**src/rtl/uart_mitm_channel.sv**
```systemverilog
// Single-direction UART man-in-the-middle channel: receive a frame, apply the
// selected transform, queue the result in a small FIFO, retransmit it.
module uart_mitm_channel #(
    parameter int CLK_FREQ_HZ   = 12_000_000,
    parameter int BAUD_RATE     = 115_200,
    parameter int NUM_DATA_BITS = 8,
    parameter int PARITY        = 0,
    parameter int FIFO_DEPTH    = 4
) (
    input  logic                     sys_clk,
    input  logic                     rst,
    input  logic                     rx_in,
    output logic                     tx_out,
    input  logic [2:0]               mode,
    input  logic [NUM_DATA_BITS-1:0] sub_data,
    input  logic                     tx_hold,
    output logic                     comm_active,
    output logic                     frame_err,
    output logic                     overflow
);
    localparam int BIT_TICKS = CLK_FREQ_HZ / BAUD_RATE;
    localparam int CW        = $clog2(BIT_TICKS + 1);
    localparam int AW        = $clog2(FIFO_DEPTH);
    localparam int NB        = NUM_DATA_BITS;

    localparam logic [2:0] S_IDLE   = 3'd0;
    localparam logic [2:0] S_START  = 3'd1;
    localparam logic [2:0] S_DATA   = 3'd2;
    localparam logic [2:0] S_PARITY = 3'd3;
    localparam logic [2:0] S_STOP   = 3'd4;

    localparam logic [2:0] M_SUB   = 3'd1;
    localparam logic [2:0] M_BLOCK = 3'd2;
    localparam logic [2:0] M_ROT13 = 3'd3;
    localparam logic [2:0] M_XOR   = 3'd4;

    // Handshake: the RX side raises push_q for exactly one cycle with the
    // transformed word in push_data_q; the FIFO takes it that cycle unless
    // full (in which case the word is dropped and overflow pulses). The TX
    // side pops the head in the same cycle it leaves IDLE.

    logic          rx_s1_q, rx_s2_q, rx_prev_q;
    logic [2:0]    rx_state_q, rx_state_d;
    logic [CW-1:0] rx_cnt_q, rx_cnt_d;
    logic [3:0]    rx_bit_q, rx_bit_d;
    logic [NB-1:0] rx_shift_q, rx_shift_d;
    logic          rx_par_q, rx_par_d;
    logic [2:0]    mode_q, mode_d;
    logic [NB-1:0] sub_q, sub_d;
    logic          push_q, push_d;
    logic [NB-1:0] push_data_q, push_data_d;
    logic          ferr_q, ferr_d;
    logic          rx_tick, rx_par_bad;
    logic [8:0]    rx_wide;
    logic [NB-1:0] rot_data, xform_data;

    logic [NB-1:0] mem_q [FIFO_DEPTH];
    logic [AW-1:0] wr_ptr_q, rd_ptr_q;
    logic [AW:0]   fifo_cnt_q, fifo_cnt_d;
    logic          fifo_full, fifo_wr, ovf_d, ovf_q;
    logic [NB-1:0] fifo_head;

    logic [2:0]    tx_state_q, tx_state_d;
    logic [CW-1:0] tx_cnt_q, tx_cnt_d;
    logic [3:0]    tx_bit_q, tx_bit_d;
    logic [NB-1:0] tx_shift_q, tx_shift_d;
    logic          tx_par_q, tx_par_d;
    logic          tx_q, tx_d, tx_pop, tx_tick;
    logic          comm_q, comm_d;

    assign rx_tick    = (rx_cnt_q == '0);
    assign tx_tick    = (tx_cnt_q == '0);
    // rx_par_q accumulates data and parity bits; odd total is correct for odd parity
    assign rx_par_bad = (PARITY == 1) ? ~rx_par_q : ((PARITY == 2) ? rx_par_q : 1'b0);
    assign fifo_full  = (fifo_cnt_q == (AW+1)'(FIFO_DEPTH));
    assign fifo_head  = mem_q[rd_ptr_q];
    assign fifo_wr    = push_q && (!fifo_full || tx_pop);
    assign ovf_d      = push_q && fifo_full && !tx_pop;

    // ROT13 within the two ASCII letter ranges; wider widths only
    always_comb begin
        rx_wide  = 9'(rx_shift_q);
        rot_data = rx_shift_q;
        if (NUM_DATA_BITS >= 7) begin
            if ((rx_wide >= 9'h041 && rx_wide <= 9'h04D) || (rx_wide >= 9'h061 && rx_wide <= 9'h06D))
                rot_data = NB'(rx_wide + 9'd13);
            else if ((rx_wide >= 9'h04E && rx_wide <= 9'h05A) || (rx_wide >= 9'h06E && rx_wide <= 9'h07A))
                rot_data = NB'(rx_wide - 9'd13);
        end
    end

    // Transform selected by the mode latched at the start of the frame
    always_comb begin
        case (mode_q)
            M_SUB:   xform_data = sub_q;
            M_ROT13: xform_data = rot_data;
            M_XOR:   xform_data = rx_shift_q ^ sub_q;
            default: xform_data = rx_shift_q;
        endcase
    end

    // RX FSM next state: mid-bit sampling driven by a down-counter
    always_comb begin
        rx_state_d  = rx_state_q;
        rx_cnt_d    = rx_cnt_q;
        rx_bit_d    = rx_bit_q;
        rx_shift_d  = rx_shift_q;
        rx_par_d    = rx_par_q;
        mode_d      = mode_q;
        sub_d       = sub_q;
        push_d      = 1'b0;
        push_data_d = push_data_q;
        ferr_d      = 1'b0;
        case (rx_state_q)
            S_IDLE: begin
                if (rx_prev_q && !rx_s2_q) begin
                    rx_state_d = S_START;
                    rx_cnt_d   = CW'(BIT_TICKS / 2);
                end
            end
            S_START: begin
                if (!rx_tick) rx_cnt_d = rx_cnt_q - CW'(1);
                else if (rx_s2_q) rx_state_d = S_IDLE;
                else begin
                    rx_state_d = S_DATA;
                    rx_cnt_d   = CW'(BIT_TICKS - 1);
                    rx_bit_d   = '0;
                    rx_par_d   = 1'b0;
                    mode_d     = mode;
                    sub_d      = sub_data;
                end
            end
            S_DATA: begin
                if (!rx_tick) rx_cnt_d = rx_cnt_q - CW'(1);
                else begin
                    rx_cnt_d   = CW'(BIT_TICKS - 1);
                    rx_shift_d = {rx_s2_q, rx_shift_q[NB-1:1]};
                    rx_par_d   = rx_par_q ^ rx_s2_q;
                    if (rx_bit_q == 4'(NB - 1))
                        rx_state_d = (PARITY != 0) ? S_PARITY : S_STOP;
                    else
                        rx_bit_d = rx_bit_q + 4'd1;
                end
            end
            S_PARITY: begin
                if (!rx_tick) rx_cnt_d = rx_cnt_q - CW'(1);
                else begin
                    rx_cnt_d   = CW'(BIT_TICKS - 1);
                    rx_par_d   = rx_par_q ^ rx_s2_q;
                    rx_state_d = S_STOP;
                end
            end
            S_STOP: begin
                if (!rx_tick) rx_cnt_d = rx_cnt_q - CW'(1);
                else begin
                    rx_state_d = S_IDLE;
                    if (!rx_s2_q || rx_par_bad) ferr_d = 1'b1;
                    else if (mode_q != M_BLOCK) begin
                        push_d      = 1'b1;
                        push_data_d = xform_data;
                    end
                end
            end
            default: rx_state_d = S_IDLE;
        endcase
    end

    // TX FSM next state: each bit held for BIT_TICKS cycles, LSB first
    always_comb begin
        tx_state_d = tx_state_q;
        tx_cnt_d   = tx_cnt_q;
        tx_bit_d   = tx_bit_q;
        tx_shift_d = tx_shift_q;
        tx_par_d   = tx_par_q;
        tx_d       = tx_q;
        tx_pop     = 1'b0;
        case (tx_state_q)
            S_IDLE: begin
                tx_d = 1'b1;
                if (fifo_cnt_q != '0 && !tx_hold) begin
                    tx_pop     = 1'b1;
                    tx_shift_d = fifo_head;
                    tx_par_d   = (PARITY == 1) ? ~(^fifo_head) : ^fifo_head;
                    tx_cnt_d   = CW'(BIT_TICKS - 1);
                    tx_d       = 1'b0;
                    tx_state_d = S_START;
                end
            end
            S_START: begin
                if (!tx_tick) tx_cnt_d = tx_cnt_q - CW'(1);
                else begin
                    tx_cnt_d   = CW'(BIT_TICKS - 1);
                    tx_bit_d   = '0;
                    tx_d       = tx_shift_q[0];
                    tx_state_d = S_DATA;
                end
            end
            S_DATA: begin
                if (!tx_tick) tx_cnt_d = tx_cnt_q - CW'(1);
                else begin
                    tx_cnt_d = CW'(BIT_TICKS - 1);
                    if (tx_bit_q == 4'(NB - 1)) begin
                        if (PARITY != 0) begin
                            tx_state_d = S_PARITY;
                            tx_d       = tx_par_q;
                        end else begin
                            tx_state_d = S_STOP;
                            tx_d       = 1'b1;
                        end
                    end else begin
                        tx_bit_d   = tx_bit_q + 4'd1;
                        tx_shift_d = tx_shift_q >> 1;
                        tx_d       = tx_shift_q[1];
                    end
                end
            end
            S_PARITY: begin
                if (!tx_tick) tx_cnt_d = tx_cnt_q - CW'(1);
                else begin
                    tx_cnt_d   = CW'(BIT_TICKS - 1);
                    tx_state_d = S_STOP;
                    tx_d       = 1'b1;
                end
            end
            S_STOP: begin
                if (!tx_tick) tx_cnt_d = tx_cnt_q - CW'(1);
                else begin
                    tx_state_d = S_IDLE;
                    tx_d       = 1'b1;
                end
            end
            default: begin
                tx_state_d = S_IDLE;
                tx_d       = 1'b1;
            end
        endcase
    end

    // FIFO occupancy next state
    always_comb begin
        case ({fifo_wr, tx_pop})
            2'b10:   fifo_cnt_d = fifo_cnt_q + (AW+1)'(1);
            2'b01:   fifo_cnt_d = fifo_cnt_q - (AW+1)'(1);
            default: fifo_cnt_d = fifo_cnt_q;
        endcase
    end

    // Busy: any frame in flight, queued, or about to be queued
    assign comm_d = (rx_state_q != S_IDLE) || (tx_state_q != S_IDLE) || (fifo_cnt_q != '0) || push_q;

    // FIFO storage, no reset needed: occupancy guards every read
    always_ff @(posedge sys_clk) begin
        if (fifo_wr) mem_q[wr_ptr_q] <= push_data_q;
    end

    // All control state with synchronous reset
    always_ff @(posedge sys_clk) begin
        if (rst) begin
            rx_s1_q     <= 1'b1;
            rx_s2_q     <= 1'b1;
            rx_prev_q   <= 1'b1;
            rx_state_q  <= S_IDLE;
            rx_cnt_q    <= '0;
            rx_bit_q    <= '0;
            rx_shift_q  <= '0;
            rx_par_q    <= 1'b0;
            mode_q      <= '0;
            sub_q       <= '0;
            push_q      <= 1'b0;
            push_data_q <= '0;
            ferr_q      <= 1'b0;
            wr_ptr_q    <= '0;
            rd_ptr_q    <= '0;
            fifo_cnt_q  <= '0;
            ovf_q       <= 1'b0;
            tx_state_q  <= S_IDLE;
            tx_cnt_q    <= '0;
            tx_bit_q    <= '0;
            tx_shift_q  <= '0;
            tx_par_q    <= 1'b0;
            tx_q        <= 1'b1;
            comm_q      <= 1'b0;
        end else begin
            rx_s1_q     <= rx_in;
            rx_s2_q     <= rx_s1_q;
            rx_prev_q   <= rx_s2_q;
            rx_state_q  <= rx_state_d;
            rx_cnt_q    <= rx_cnt_d;
            rx_bit_q    <= rx_bit_d;
            rx_shift_q  <= rx_shift_d;
            rx_par_q    <= rx_par_d;
            mode_q      <= mode_d;
            sub_q       <= sub_d;
            push_q      <= push_d;
            push_data_q <= push_data_d;
            ferr_q      <= ferr_d;
            if (fifo_wr) wr_ptr_q <= wr_ptr_q + AW'(1);
            if (tx_pop)  rd_ptr_q <= rd_ptr_q + AW'(1);
            fifo_cnt_q  <= fifo_cnt_d;
            ovf_q       <= ovf_d;
            tx_state_q  <= tx_state_d;
            tx_cnt_q    <= tx_cnt_d;
            tx_bit_q    <= tx_bit_d;
            tx_shift_q  <= tx_shift_d;
            tx_par_q    <= tx_par_d;
            tx_q        <= tx_d;
            comm_q      <= comm_d;
        end
    end

    assign tx_out      = tx_q;
    assign comm_active = comm_q;
    assign frame_err   = ferr_q;
    assign overflow    = ovf_q;

endmodule
```
**config.mk**
```make
export PLATFORM = sky130hd
export DESIGN_NAME = uart_mitm_channel
export DESIGN_NICKNAME = d
export VERILOG_FILES = /design/src/rtl/uart_mitm_channel.sv
export SDC_FILE = /design/constraint.sdc
export NUM_CORES = 1
export LEC_CHECK = 0
export BUFFER_PORTS_ARGS = -buffer_cell sky130_fd_sc_hd__clkbuf_2
export CORE_ASPECT_RATIO = 0.9
export CORE_MARGIN = 2
export CORE_UTILIZATION = 50
export DETAILED_ROUTE_END_ITERATION = 10
export GPL_TIMING_DRIVEN = 0
export PLACE_DENSITY = 0.64
export SLEW_MARGIN = 10
export SYNTH_ARGS = -nofsm -noshare
export SYNTH_HDL_FRONTEND = slang
export SYNTH_SLANG_ARGS = --single-unit
```
**constraint.sdc**
```tcl
create_clock -name sys_clk -period 5.9 [get_ports sys_clk]
set_input_delay 0.295 -clock sys_clk [delete_from_list [all_inputs] [get_ports sys_clk]]
set_output_delay 0.295 -clock sys_clk [all_outputs]
set_load 0.02 [all_outputs]
```
==> metrics.cfg <==
[yosys]
syn_area_um2 = 5880
syn_nets = 650
synthDistinctLibCells = 81
ys_seq_area_share_pct = 43.6
netlist.area_leader.share_pct = 27.2
synth-seq-cells = 112
synth_area_leaders = dfxtp_1 27%, edfxtp_1 16%, a21oi_1 4.2%, mux2i_1 4.1%, nor2_1 3.4%
synthCells = 620
synth_largest_area_cell = dfxtp_1
yosysWarnings = 0
ys_dominant_reg_cell = dfxtp_1
avgSynthCellArea_um2 = 9.49
synth_edf_count = 32
async_flop_share_pct = 0

[clock_tree]
cts_tree = yes
cts_htree_levels = 3
cts_resized = 0
clkSlewWorstSetupHoldPaths_ps = 80
cts.sinks = 112
hold_buffers = 0
clock_latency_ps = 350
cts-root-buf = clkbuf_16
clock_path_buffers = 2
postCtsSetupBuffers = 0
cts-buffers-inserted = 9

[layout]
finalNetCount = 678
diodes = 0
fill_cells = 1046
fin_util_pct = 57.1
drive_above_1_share_pct = 10.7
areaGrowthSynthToFinish_pct = 11.0
finalInstanceArea_um2 = 6530
final_common_cell = dfxtp_1
final_cell_mix = 80 x dfxtp_1, 54 x nor2_1, 49 x a21oi_1

[global_routing]
globalRouteMet1Util_pct = 29.5
busiest_layer = met2
grt_overflow = 0
grt_use_met2_pct = 36.9
grt_pass1_vias = 4556
antenna_found_initial = 0
grt_usage_pct = 22.3
met3_usage_pct = 4.20
grt_pass1_wl_um = 22800
grt_max_degree = 19

[critical_path]
reg2reg_from = tx_state_q[0]
cp-end-kind = register
max_stage_delay_ps = 600
path_common_cell = inv_1
crit_fanout = 9
rr_worst_depth = 12
arrival_ps = 3200
cp_slowest_cell = o311ai_1
crit_required_ps = 6180
start_kind = register
cp_cell_sequence = buf_2 > or2_0 > clkbuf_1 > o311ai_1 > and2_1 > inv_1 > ha_1 > inv_1 > fa_1 > xor2_1 > or3_1 > a21oi_1
crit_start = tx_state_q[0]
critPathKind = reg -> reg

[detailed_routing]
drc_errors = 0
firstDrtPassIters = 5
postRouteAntennaNets = 0
vias = 4807
wl_per_cell_um = 16.9
wl_um = 13700
drtIter0Drc = 299
viasPerCell = 5.94

[floorplanning]
core_area_um2 = 11400
fp-row-count = 37
fp.dieW_um = 118
start_util_pct = 51.4
fp.dieH_um = 107
dieArea_um2 = 12600
io_pins = 19

[power_and_ir_drop]
power-per-cell-area_nw_per_um2 = 254
leakage_nw = 2.33
peakVddDrop_v = 0.000178

[hold_path]
hp-start = rx_in
hold_class = in -> reg
holdPathStages = 2

[placement]
placedInstanceArea_um2 = 6160
port_buffers = 17
dp_slack_ps = 3040
finalWeightedCongestion = 0.910
dp_hpwl_um = 9720

[status]
status = completed

[sta]
timing.final.crit_period_ps = 2910
tightest_slew_ps = 819
fin_crit_sh_pct = 49.4
final.setup_skew_ps = 8.69
slew_violations = 0
fin_ws_ps = 2990
tns_ps = 0
relSlewSlack_pct = 45.0
setup_violations = 0
rsz0062_at_grt = false
hold_viol_final = 0
fmax_ghz = 0.343

[run]
cap_viol_max_count = 0

==> final cells by class <==
| class | instances | area [µm²] | share of cell area [%] |
|---|---|---|---|
| Buffer | 38 | 179 | 2.74 |
| Clock inverter | 7 | 141 | 2.17 |
| Multi-Input combinational cell | 443 | 3040 | 46.6 |
| Sequential cell | 112 | 2560 | 39.2 |
| Tap cell | 156 | 195 | 2.99 |
| Inverter | 27 | 101 | 1.55 |
| Timing Repair Buffer | 17 | 85.1 | 1.30 |
| Clock buffer | 9 | 225 | 3.45 |
==> report_power, final <==
group | switching, W | internal [W]
clock | 0.000284 | 0.000459
sequential | 0.00000740 | 0.000793
combinational | 0.0000780 | 0.0000346
total | 0.000369 | 0.00129
==> cell usage after synthesis, drive strengths merged (5+ instances only) <==
master   count
dfxtp       80
or4bb        5
o21ai       23
or3b         6
a211oi      25
o211ai       9
edfxtp      32
nand2b       5
mux4         8
a31oi        7
and3        10
o2111ai      5
ha          14
or2         10
a21oi       49
xnor2       10
nor4         8
nand3       23
inv         27
or3          6
mux2i       24
xor2         5
nor2b       12
nand2       42
nor2        58
a21o         5
nor3b        7
nor3        13
clkbuf      31
buf          7
==> worst max-delay path: cells and delay by family (launching register included) <==
kind                     cells  cell delay, ps
AND/OR/NAND/NOR              3             810
AO/OA/AOI/OAI                2             740
buffers and inverters        4             490
adder cells (fa/ha/maj)      2             410
flip-flops                   1             300
XOR/XNOR                     1              80
==> metrics by stage <==
stage | cells | hold slack, ps | total power (W)
4_1_cts | 809 | 131 | 0.00166
6_report | 809 | 137 | 0.00166
3_3_place_gp | 793 | 395 | 0.000927
2_1_floorplan | 620 | 389 | 0.000897
3_5_place_dp | 793 | 396 | 0.000928
5_1_grt | 809 | 138 | 0.00172
==> state kept, by name, indices dropped and copies added (netlist names), 4 cells and up, named ones only <==
name / cells
rx_bit_q: 4
rx_shift_q: 8
tx_shift_q: 8
push_data_q: 8
mem_q: 32
sub_q: 8
rx_cnt_q: 7
tx_bit_q: 4
tx_cnt_q: 7
==> metal layers <==
metal | part of all wire [%] | vias to the layer above
li1 | - | 2351
met1 | 46 | 2294
met2 | 47 | 143
met3 | 5.0 | 19
met4 | 2.1 | 0
met5 | 0 | -
==> cells by family after synthesis <==
| logic type | Yosys count | synth area share (%) |
|---|---|---|
| AND/OR/NAND/NOR | 225 | 21.1 |
| adder cells (fa/ha/maj) | 15 | 3.32 |
| multiplexers | 33 | 7.34 |
| flip-flops | 112 | 43.6 |
| XOR/XNOR | 15 | 2.23 |
| AO/OA/AOI/OAI | 155 | 17.7 |
| buffers and inverters | 65 | 4.76 |
==> worst paths after layout <==
kind,end,slack [ps]
min,rx_s1_q,140
min reg2reg,rx_s2_q,410
max reg2reg,fifo_cnt_q[2],2990
max,fifo_cnt_q[2],2990
Power figures use the tool's default switching activity.
